$ cat config.mk
export PLATFORM = sky130hd
export DESIGN_NAME = sequence_generator
export DESIGN_NICKNAME = d
export VERILOG_FILES = /design/src/rtl/sequence_generator.sv
export SDC_FILE = /design/constraint.sdc
export NUM_CORES = 1
export LEC_CHECK = 0
export ABC_CLOCK_PERIOD_IN_PS = 2800
export CORE_MARGIN = 1
export CORE_UTILIZATION = 27
export CTS_CLUSTER_DIAMETER = 80
export DETAILED_ROUTE_END_ITERATION = 6
export DONT_BUFFER_PORTS = 1
export PLACE_DENSITY = 0.46
export REMOVE_ABC_BUFFERS = 1
export SYNTH_ARGS = -nofsm -noshare
export SYNTH_HDL_FRONTEND = slang
export SYNTH_SLANG_ARGS = --single-unit
$ cat constraint.sdc
create_clock -name clk -period 2.8 [get_ports clk]
set_input_delay 0.56 -clock clk [delete_from_list [all_inputs] [get_ports clk]]
set_output_delay 0.56 -clock clk [all_outputs]
set_load 0.005 [all_outputs]
$ cat src/rtl/sequence_generator.sv
// sequence_generator: serial MSB-first frame transmitter with repeats, idle gaps and optional parity (SEQGEN_PARITY_EN)
module sequence_generator #(
    parameter int WIDTH = 8,
    parameter int GAP   = 1
) (
    input  logic             clk,
    input  logic             reset,
    input  logic             start,
    input  logic [WIDTH-1:0] pattern,
    input  logic [4:0]       len,
    input  logic [3:0]       reps,
    input  logic             abort,
    output logic             out,
    output logic             out_valid,
    output logic             busy,
    output logic             done,
    output logic             err
);

    localparam int IW = (WIDTH > 1) ? $clog2(WIDTH) : 1;

    typedef enum logic [2:0] {
        S_IDLE,
        S_SHIFT,
`ifdef SEQGEN_PARITY_EN
        S_PAR,
`endif
        S_GAP,
        S_DONE
    } state_t;

    state_t           state;
    logic [WIDTH-1:0] pat_r;
    logic [4:0]       len_r;
    logic [3:0]       rep_cnt;
    logic [3:0]       gap_cnt;
    logic [IW-1:0]    idx;
    logic [IW-1:0]    top_in;
    logic [IW-1:0]    top_r;
    logic             len_ok;
    logic             eof;

    // first-bit indices for a new request and for a repeated frame, plus request legality
    always_comb begin
        top_in = IW'(len - 5'd1);
        top_r  = IW'(len_r - 5'd1);
        len_ok = (len != 5'd0) && (len <= 5'(WIDTH));
    end

`ifdef SEQGEN_PARITY_EN
    logic parity;

    // even parity over the len_r active bits of the latched pattern
    always_comb begin
        parity = 1'b0;
        for (int i = 0; i < WIDTH; i++)
            parity = parity ^ (pat_r[i] & (i < int'(len_r)));
    end
`endif

    // end of frame: after the parity cycle when present, otherwise after bit 0
    always_comb begin
`ifdef SEQGEN_PARITY_EN
        eof = (state == S_PAR);
`else
        eof = (state == S_SHIFT) && (idx == '0);
`endif
    end

    // frame sequencer with registered outputs; reset beats abort beats everything else
    always_ff @(posedge clk) begin
        if (reset) begin
            state     <= S_IDLE;
            pat_r     <= '0;
            len_r     <= '0;
            rep_cnt   <= '0;
            gap_cnt   <= '0;
            idx       <= '0;
            out       <= 1'b0;
            out_valid <= 1'b0;
            busy      <= 1'b0;
            done      <= 1'b0;
            err       <= 1'b0;
        end else begin
            done <= 1'b0;
            err  <= 1'b0;
            if (abort && state != S_IDLE) begin
                state     <= S_IDLE;
                out       <= 1'b0;
                out_valid <= 1'b0;
                busy      <= 1'b0;
            end else if (eof) begin
                if (rep_cnt != '0) begin
                    rep_cnt <= rep_cnt - 4'd1;
                    if (GAP > 0) begin
                        state     <= S_GAP;
                        gap_cnt   <= 4'(GAP - 1);
                        out       <= 1'b0;
                        out_valid <= 1'b0;
                    end else begin
                        state     <= S_SHIFT;
                        idx       <= top_r;
                        out       <= pat_r[top_r];
                        out_valid <= 1'b1;
                    end
                end else begin
                    state     <= S_DONE;
                    done      <= 1'b1;
                    out       <= 1'b0;
                    out_valid <= 1'b0;
                end
            end else begin
                case (state)
                    S_IDLE: begin
                        if (start) begin
                            if (len_ok) begin
                                state     <= S_SHIFT;
                                pat_r     <= pattern;
                                len_r     <= len;
                                rep_cnt   <= reps;
                                idx       <= top_in;
                                out       <= pattern[top_in];
                                out_valid <= 1'b1;
                                busy      <= 1'b1;
                            end else begin
                                err <= 1'b1;
                            end
                        end
                    end
                    S_SHIFT: begin
`ifdef SEQGEN_PARITY_EN
                        if (idx == '0) begin
                            state     <= S_PAR;
                            out       <= parity;
                            out_valid <= 1'b1;
                        end else
`endif
                        begin
                            idx <= idx - 1'b1;
                            out <= pat_r[idx - 1'b1];
                        end
                    end
                    S_GAP: begin
                        if (gap_cnt == '0) begin
                            state     <= S_SHIFT;
                            idx       <= top_r;
                            out       <= pat_r[top_r];
                            out_valid <= 1'b1;
                        end else begin
                            gap_cnt <= gap_cnt - 4'd1;
                        end
                    end
                    S_DONE: begin
                        state <= S_IDLE;
                        busy  <= 1'b0;
                    end
                    default: begin
                        state     <= S_IDLE;
                        out       <= 1'b0;
                        out_valid <= 1'b0;
                        busy      <= 1'b0;
                    end
                endcase
            end
        end
    end

endmodule

==> impl_metrics.toml, run 1 <==
[detailed_routing]
drtIter0Drc = 73
ant_nets = 0
vias_per_cell = 5.31
wire_per_inst_um = 15.4
vias = 1502
drc = 0
dr.pass1.iters = 4
drt_wl_total_um = 4360

[setup_path]
end_kind = "flip-flop"
crit_path_start_kind = "flip-flop"
critPathMaxFanout = 7
setup.worst_path.class = "flip-flop to flip-flop"
required_ns = 3.02
ff2ff_setup_slack_ns = 0.65
arrival_ns = 2.37

[die]
die_height_um = 85.0
die_x_um = 85.0
die_area_um2 = 7220
start_util_pct = 28.6
ios = 26
fp.coreArea_um2 = 6490
num_rows = 29

[clock_tree]
cts-resized-gates = 0
htreeDepth = 2
postCtsSetupBuffers = 0
clk_latency_ns = 0.28
clk_pin_slew_worst_paths_ns = 0.06
holdBufCountCts = 0
numCtsBuffers = 5
cts_tree = "done"
cts_sinks = 29
cts_buffer_depth = 2
root_buffer = "clkbuf_8"

[sta]
tightest_slew_ns = 0.459
grt_setup_unrepaired = "no"
fmax_mhz = 465
skew_ns = 0.00251
post-route-min-period_ns = 2.15
finalSetupTns_ns = 0
hold_viol = 0
timing.slew.headroom_pct = 69.0
slew_violations = 0
post-route-period-util_pct = 76.9
finalSetupViolCount = 0

[pwr]
p_per_area_nw_per_um2 = 825
p_leak_nw = 0.817
power.internal_mw = 0.980
p_seq_share_pct = 33.4
power_mw = 1.66
ir_drop_v = 0.000241
p_sw_mw = 0.684
power_switching_share_pct = 41.1
p_comb_share_pct = 46.2
clock_power_share_pct = 20.4

[synth]
synth_cell_type_count = 44
synth_ff_type = "dfxtp_1"
async_flop_share_pct = 0
synth-warning-count = 0
synth_area_um2 = 1860
postSynthCellCount = 203
syn_avg_cell_area_um2 = 9.15
synth_edf_count = 0
ys_seq_elements = 29
yosysSeqAreaShare_pct = 31.2
synth_area_leaders = "dfxtp_1, ha_1, mux4_2"
yosysTopAreaCell = "dfxtp_1"
synth_top_area_share_pct = 31.2

[placed_design]
dp_cells = 275
portBuffers = 0
gp_congestion = 0.757
place_hpwl_um = 3360

[finish]
stdcell_count = 283
nNetsFinal = 238
layout-area-overhead-vs-synth_pct = 8.55
diodes = 0
fillers = 681
drive_above_1_share_pct = 14.1

[global_routing]
grt_overflow = 0
antenna_found_initial = 0
grt_usage_pct = 13.1
grt_pass1_wl_um = 7400
grt_pass1_vias = 1514
grt_max_degree = 28

[run_status]
status = "finished, final reports clean"

[worst_hold_path]
hold_path.class = "input port to flip-flop"

[run]
maxCapViolations = 0
## worst max-delay path, stage by stage (launching register included)
cell and delay [ns]:
dfxtp_1 0.38, inv_1 0.10, ha_1 0.20, ha_1 0.19, and2_1 0.24, nand3_1 0.21
o21ai_0 0.23, or3_1 0.39, a21oi_1 0.13
## layout make-up
class	count	area, um^2	area share, %
Clock buffer	8	80.1	3.97
Inverter	21	78.8	3.91
Multi-Input combinational cell	144	1150	57.1
Sequential cell	29	581	28.8
Tap cell	77	96.3	4.78
Timing Repair Buffer	4	30.0	1.49
## path summary, 6_finish.rpt
kind | start | cells past startpoint | to
min | reset | 1 | pat_r[0]
min reg2reg | rep_cnt[3] | 2 | rep_cnt[3]
max | idx[0] | 8 | rep_cnt[2]
max reg2reg | idx[0] | 8 | rep_cnt[2]
## layout by cell type, fill, tap and decap left out, types with 3 or more instances in the layout
master,count
a211o_2,3
a211oi_1,3
a21oi_1,8
a221oi_1,3
a22oi_1,3
a31oi_1,3
buf_4,4
clkbuf_1,3
clkbuf_8,5
dfxtp_1,29
ha_1,12
inv_1,21
mux2i_1,13
mux4_2,6
nand2_1,5
nand3_1,10
nor2_1,25
nor2b_1,3
nor3_1,5
nor4_1,4
o21ai_0,5
o31ai_1,4
o41ai_2,3
xor2_1,3
## kinds of logic (layout without fill, tap and decap cells)
kind of cell / after synthesis / after routing / synth area share (%)
buf+inv: 30 / 33 / 6.80
simple gates: 63 / 63 / 17.2
flops: 29 / 29 / 31.2
compound gates: 44 / 44 / 19.3
fa+ha+maj: 12 / 12 / 8.08
xor+xnor: 4 / 4 / 1.89
mux: 21 / 21 / 15.5
## routing by layer
| layer | up-vias | share of wire [%] | global-route usage [%] | wire length (um) |
|---|---|---|---|---|
| met2 | 43 | 45 | 20.5 | 1980 |
| met4 | 0 | 1.2 | 3.70 | 51 |
| met5 | - | 0 | 0 | 0 |
| met1 | 707 | 47 | 17.6 | 2070 |
| li1 | 745 | - | - | - |
| met3 | 7 | 6.0 | 3.50 | 261 |
## through the flow
| stage | hold slack [ns] | setup WS, ns | cell area [um^2] | util, % |
|---|---|---|---|---|
| 6_report | 0.341 | 0.647 | 2020 | 31.1 |
| 5_1_grt | 0.333 | 0.478 | 2020 | 31.1 |
| 4_1_cts | 0.335 | 0.648 | 2020 | 31.1 |
| 3_5_place_dp | 0.483 | 0.519 | 1940 | 29.8 |
| 3_3_place_gp | 0.479 | 0.547 | 1940 | 29.8 |
| 2_1_floorplan | 0.455 | 0.746 | 1810 | - |
## registers in the layout, indices dropped and copies added, names as in the netlist
signal,count
out,1
out_valid,1
gap_cnt,4
len_r,3
err,1
idx,3
done,1
pat_r,8
rep_cnt,4
state,2
busy,1
## cells in the mapped netlist (3+ instances only)
master    number
clkbuf_1       5
dfxtp_1       29
o41ai_2        3
nand2_1        5
o21ai_0        5
nor2b_1        3
a211o_2        3
xor2_1         3
o31ai_1        4
nor3_1         5
a211oi_1       3
a22oi_1        3
a21oi_1        8
mux4_2         6
nor2_1        25
a221oi_1       3
inv_1         21
ha_1          12
nand3_1       10
nor4_1         4
mux2i_1       13
a31oi_1        3
## power by group through the flow
stage | Sequential [mW] | Clock [mW] | Combinational (mW)
finish | 0.556 | 0.339 | 0.769
global route | 0.567 | 0.368 | 0.864
CTS | 0.557 | 0.350 | 0.774
detailed placement | 0.566 | 0 | 0.765
global placement | 0.566 | 0 | 0.783
floorplan | 0.544 | 0 | 0.596
Note: power is estimated with default switching activity, not from simulation.
==> run 2, diff against run 1 <==
--- a/config.mk
+++ b/config.mk
@@ -5,13 +5,14 @@
 export SDC_FILE = /design/constraint.sdc
 export NUM_CORES = 1
 export LEC_CHECK = 0
-export ABC_CLOCK_PERIOD_IN_PS = 2800
+export ABC_AREA = 1
+export ABC_CLOCK_PERIOD_IN_PS = 1830
 export CORE_MARGIN = 1
 export CORE_UTILIZATION = 27
 export CTS_CLUSTER_DIAMETER = 80
 export DETAILED_ROUTE_END_ITERATION = 6
 export DONT_BUFFER_PORTS = 1
-export PLACE_DENSITY = 0.46
+export PLACE_DENSITY = 0.48
 export REMOVE_ABC_BUFFERS = 1
 export SYNTH_ARGS = -nofsm -noshare
 export SYNTH_HDL_FRONTEND = slang
==> constraint.sdc (replaced) <==
create_clock -name clk -period 1.83 [get_ports clk]
set_input_delay 0.366 -clock clk [delete_from_list [all_inputs] [get_ports clk]]
set_output_delay 0.366 -clock clk [all_outputs]
set_load 0.005 [all_outputs]
==> run 2 against run 1 <==
Net effect:
- synthesized area up 4.2%
- largest power group unchanged
- largest cell class unchanged
- clock-buffer cell count fell by 1
- core utilization rose by 0.84 points
- setup slack got worse by 0.47 ns
- sequential share of layout area fell by 2.3 points
==> impl_metrics.toml, run 2 <==
[clock_tree]
cts_buffer_depth = 2
cts_tree = "done"
cts_sinks = 29
htreeDepth = 2
clk_latency_ns = 0.29
clk_pin_slew_worst_paths_ns = 0.06
numCtsBuffers = 5
root_buffer = "clkbuf_8"

[sta]
post-route-min-period_ns = 1.65
slew_violations = 0
grt_setup_unrepaired = "no"
holdWs_ns = 0.145
hold_viol = 0
setup_ws_ns = 0.179
finalSetupViolCount = 0
skew_ns = 0.00518
post-route-period-util_pct = 90.2
finalSetupTns_ns = 0
fmax_mhz = 606
timing.slew.headroom_pct = 78.0
tightest_slew_ns = 0.327

[synth]
postSynthCellCount = 298
synth_area_leaders = "dfxtp_1, nand2_1, inv_1"
synth_top_area_share_pct = 30.0
synth_ff_type = "dfxtp_1"
ys_seq_elements = 29
synth_cell_type_count = 29
synth_area_um2 = 1940
synth-warning-count = 0
synth_common_cells = "nand2_1, inv_1, nor2_1"
syn_avg_cell_area_um2 = 6.50
synth_edf_count = 0
synth_most_common_cell = "nand2_1"
async_flop_share_pct = 0
yosysSeqAreaShare_pct = 30.0
yosysTopAreaCell = "dfxtp_1"

[setup_path]
arrival_ns = 1.83
crit_path_start_kind = "flip-flop"
setup.worst_path.class = "flip-flop to flip-flop"
required_ns = 2.01
critPathMaxFanout = 6
end_kind = "flip-flop"

[die]
fp.coreArea_um2 = 6870
ios = 26
die_area_um2 = 7520
die_height_um = 86.7
start_util_pct = 28.2
die_x_um = 86.7
num_rows = 30

[finish]
layout-area-overhead-vs-synth_pct = 13.1
stdcell_area_um2 = 2190
nNetsFinal = 340
final_cell_mix = "nand2_1, inv_1, nor2_1, dfxtp_1, nand3_1"
layout_commonest_cell = "nand2_1"
regMostFlops = "pat_r"
largest_register_ffs = 8
drive_above_1_share_pct = 13.7
diodes = 0
stdcell_count = 403
fin_util_pct = 31.9
reg.largest.list = "pat_r x8, gap_cnt x4, rep_cnt x4"

[detailed_routing]
drtIter0Drc = 108
drt_wl_total_um = 4590
drc = 0
ant_nets = 0
wire_per_inst_um = 11.4
dr.pass1.iters = 4
vias = 1774
vias_per_cell = 4.40

[global_routing]
grt_pass1_vias = 1779
antenna_found_initial = 0
grt_overflow = 0
grt_usage_pct = 13.9
grt_pass1_wl_um = 8090
grt_max_degree = 18

[placed_design]
dp_slack_ns = 0.105
place_area_um2 = 2090
gp_congestion = 0.806
place_hpwl_um = 3720
dp_cells = 396
portBuffers = 0

[pwr]
p_leak_nw = 1.01
ir_drop_v = 0.000405
p_per_area_nw_per_um2 = 1440
power.internal_mw = 1.74
clock_power_share_pct = 17.2
p_seq_share_pct = 29.0
p_sw_mw = 1.40
power_mw = 3.15
power_switching_share_pct = 44.5
p_comb_share_pct = 53.8

[run]
maxCapViolations = 0

[worst_hold_path]
hold_path.class = "input port to flip-flop"

[run_status]
status = "finished, final reports clean"
==> run 2: cell types whose count changed after synthesis, sizes merged, moves of 4 or more <==
cell	previous run	this run
nor2	25	40
inv	21	51
nand3	10	32
nor4	4	0
mux2i	13	1
mux4	6	0
clkbuf	5	1
a21oi	8	15
or2	0	4
nand2	6	74
o21ai	5	23
==> run 2: cell type report <==
cell class                 instances  area, um^2
clock buffer                       7        86.3
fill                             767        4680
inverter                          51         196
multi-input combinational        214        1150
sequential                        29         581
tap                               96         120
timing repair buffer               6        57.6
==> run 2: cells by family after synthesis <==
kind of cell,share of synthesized area [%]
buffers and inverters,11.4
flip-flops,30.0
AO/OA/AOI/OAI,11.5
AND/OR/NAND/NOR,37.0
XOR/XNOR,1.81
adder cells (fa/ha/maj),7.75
multiplexers,0.517
==> run 2: worst paths after layout <==
kind | start | end | slack (ns) | depth (start not counted)
max | idx[0] | gap_cnt[3] | 0.18 | 11
min | reset | gap_cnt[2] | 0.14 | 1
max reg2reg | idx[0] | gap_cnt[3] | 0.18 | 11
min reg2reg | len_r[1] | len_r[1] | 0.47 | 2
==> run 2: repair_timing <==
action	CTS	global route
endpoints found under the setup margin	0	14
hold buffers	0	0
resized for setup	0	9
setup buffers	0	0
==> run 2: critical path, cell delays in order (launching register included) <==
cell	delay, ns
dfxtp_1	0.34
inv_2	0.06
ha_1	0.19
ha_1	0.21
nand2_4	0.12
inv_4	0.06
nand3_4	0.07
nand2_4	0.06
inv_4	0.08
nand2_4	0.07
o21ai_0	0.21
nor2_2	0.06
==> run 2: layer usage <==
metal / track usage, % / vias to the layer above / wire [um]
met5: 0 / - / 0
met4: 5.00 / 0 / 79
met3: 3.14 / 6 / 227
met2: 22.2 / 33 / 1980
met1: 18.3 / 785 / 2300
li1: - / 950 / -
==> run 2: power by group through the flow <==
stage / clock network (mW) / logic (mW) / registers (mW)
2_1_floorplan: 0 / 1.27 / 0.903
3_3_place_gp: 0 / 1.65 / 0.925
3_5_place_dp: 0 / 1.65 / 0.928
4_1_cts: 0.550 / 1.66 / 0.914
5_1_grt: 0.574 / 1.97 / 0.941
6_report: 0.542 / 1.69 / 0.913
==> run 3, diff against run 2 <==
--- a/config.mk
+++ b/config.mk
@@ -12,7 +12,6 @@
 export CTS_CLUSTER_DIAMETER = 80
 export DETAILED_ROUTE_END_ITERATION = 6
 export DONT_BUFFER_PORTS = 1
-export PLACE_DENSITY = 0.48
 export REMOVE_ABC_BUFFERS = 1
 export SYNTH_ARGS = -nofsm -noshare
 export SYNTH_HDL_FRONTEND = slang
==> run 3 against run 2 <==
Net effect:
- sequential power is essentially flat
- largest cell class unchanged
- critical endpoint is now pat_r[3]
- via count grew 3.7%
- die area is the same
==> impl_metrics.toml, run 3 (same netlist as run 2, synthesis figures left out) <==
[die]
num_rows = 30
ios = 26
start_util_pct = 28.2
die_x_um = 86.7
die_area_um2 = 7520
fp.coreArea_um2 = 6870
die_height_um = 86.7

[setup_path]
crit_buf_inv = 3
cpLargestDelayFamily = "buffers and inverters"
slowest_stage = "dfxtp_1"
arrival_ns = 1.91
crit_path_start_kind = "flip-flop"
cp_slowest_stage_delay_ns = 0.33
end_kind = "flip-flop"
r2r_end = "pat_r[3]"
reg2reg_from = "idx[0]"
required_ns = 2.05
critPathMaxFanout = 17
setup.worst_path.class = "flip-flop to flip-flop"
crit_chain = "inv_1 > ha_1 > ha_1 > nand2_4 > buf_4 > nand3_4 > inv_1 > nor2_1 > nor2_1"
worstRegToRegCells = 9
ff2ff_setup_slack_ns = 0.14

[placed_design]
portBuffers = 0
gp_congestion = 0.838
place_hpwl_um = 3840

[worst_hold_path]
min_path_cells = 1
holdCritStartpoint = "reset"
hold_path.class = "input port to flip-flop"
holdPathEnd = "gap_cnt[2]"

[sta]
hold_viol = 0
finalSetupViolCount = 0
fmax_mhz = 593
skew_ns = 0.00615
post-route-period-util_pct = 92.2
post-route-min-period_ns = 1.69
slew_violations = 0
grt_setup_unrepaired = "no"
finalSetupTns_ns = 0
timing.slew.headroom_pct = 76.8
tightest_slew_ns = 0.346

[clock_tree]
cts_sinks = 29
holdBufCountCts = 0
clk_pin_slew_worst_paths_ns = 0.07
cts_tree = "done"
cts-resized-gates = 0
postCtsSetupBuffers = 0
htreeDepth = 2
root_buffer = "clkbuf_8"
clk_latency_ns = 0.29
numCtsBuffers = 5
cts_buffer_depth = 2

[finish]
diodes = 0
final_cell_mix = "nand2_1, inv_1, nor2_1, dfxtp_1, nand3_1"
drive_above_1_share_pct = 12.9
regMostFlops = "pat_r"
largest_register_ffs = 8
multi_input_area_um2 = 1130
layout_commonest_cell = "nand2_1"
seqCellArea_um2 = 581
layout-area-overhead-vs-synth_pct = 14.0
reg.largest.list = "pat_r x8, gap_cnt x4, rep_cnt x4"
nNetsFinal = 342
fillers = 747

[detailed_routing]
drtIter0Drc = 62
vias = 1840
wire_per_inst_um = 11.8
ant_nets = 0
drt_wl_total_um = 4810
dr.pass1.iters = 4
drc = 0
vias_per_cell = 4.53

[pwr]
p_comb_share_pct = 50.5
p_seq_share_pct = 27.9
ir_drop_v = 0.000397
p_sw_mw = 1.43
p_per_area_nw_per_um2 = 1490
power_mw = 3.29
power_switching_share_pct = 43.5
power.internal_mw = 1.86
clock_power_share_pct = 21.6
p_leak_nw = 1.03

[run]
maxCapViolations = 0

[run_status]
status = "finished, final reports clean"

[global_routing]
grt_pass1_wl_um = 8050
grt_pass1_vias = 1741
grt_usage_pct = 14.0
antenna_found_initial = 0
grt_overflow = 0
grt_max_degree = 21
[run 3: changes by cell type in the layout (fill, tap and decap cells not counted), sizes merged]
cell    change
bufinv      +1
buf         +2
[run 3: per-layer routing]
metal | track usage (%) | routed length [um] | vias to the layer above
met4 | 4.55 | 78 | 0
met5 | 0 | 0 | -
met3 | 4.67 | 264 | 7
met2 | 22.3 | 2220 | 42
li1 | - | - | 961
met1 | 17.7 | 2240 | 830
[run 3: power groups by stage]
stage / clock, mW / combinational (mW) / sequential [mW]
2_1_floorplan: 0 / 1.27 / 0.903
4_1_cts: 0.721 / 1.66 / 0.917
5_1_grt: 0.754 / 1.88 / 0.938
6_report: 0.709 / 1.66 / 0.916
3_5_place_dp: 0 / 1.66 / 0.929
3_3_place_gp: 0 / 1.64 / 0.926
[run 3: final cells by class]
type                            count  share of cell area (%)
Tap cell                           96                    5.44
Timing Repair Buffer                8                    2.72
Sequential cell                    29                    26.3
Multi-Input combinational cell    214                    51.4
Clock buffer                        7                    3.91
Clock inverter                      1                    1.36
Inverter                           51                    8.90
[run 3: worst max-delay path by stage]
stage                 from          to  slack [ns]  cells after the start
finish              idx[0]    pat_r[3]        0.14                      9
floorplan           idx[0]  gap_cnt[3]         0.1                     11
detailed placement  idx[0]    pat_r[7]        0.14                      9
CTS                 idx[0]    pat_r[7]        0.12                      9
global route        idx[0]    pat_r[7]        0.01                      9
global placement    idx[0]    pat_r[7]        0.18                      9
[run 3: metrics by stage]
step | util (%) | cells | instance area (um^2) | setup WS (ns) | hold slack, ns
finish | 32.1 | 406 | 2210 | 0.142 | 0.140
CTS | 32.1 | 406 | 2210 | 0.123 | 0.136
global placement | 30.5 | 398 | 2090 | 0.185 | 0.439
global route | 32.1 | 406 | 2210 | 0.0140 | 0.126
floorplan | - | 294 | 1910 | 0.0961 | 0.435
detailed placement | 30.5 | 398 | 2090 | 0.144 | 0.443
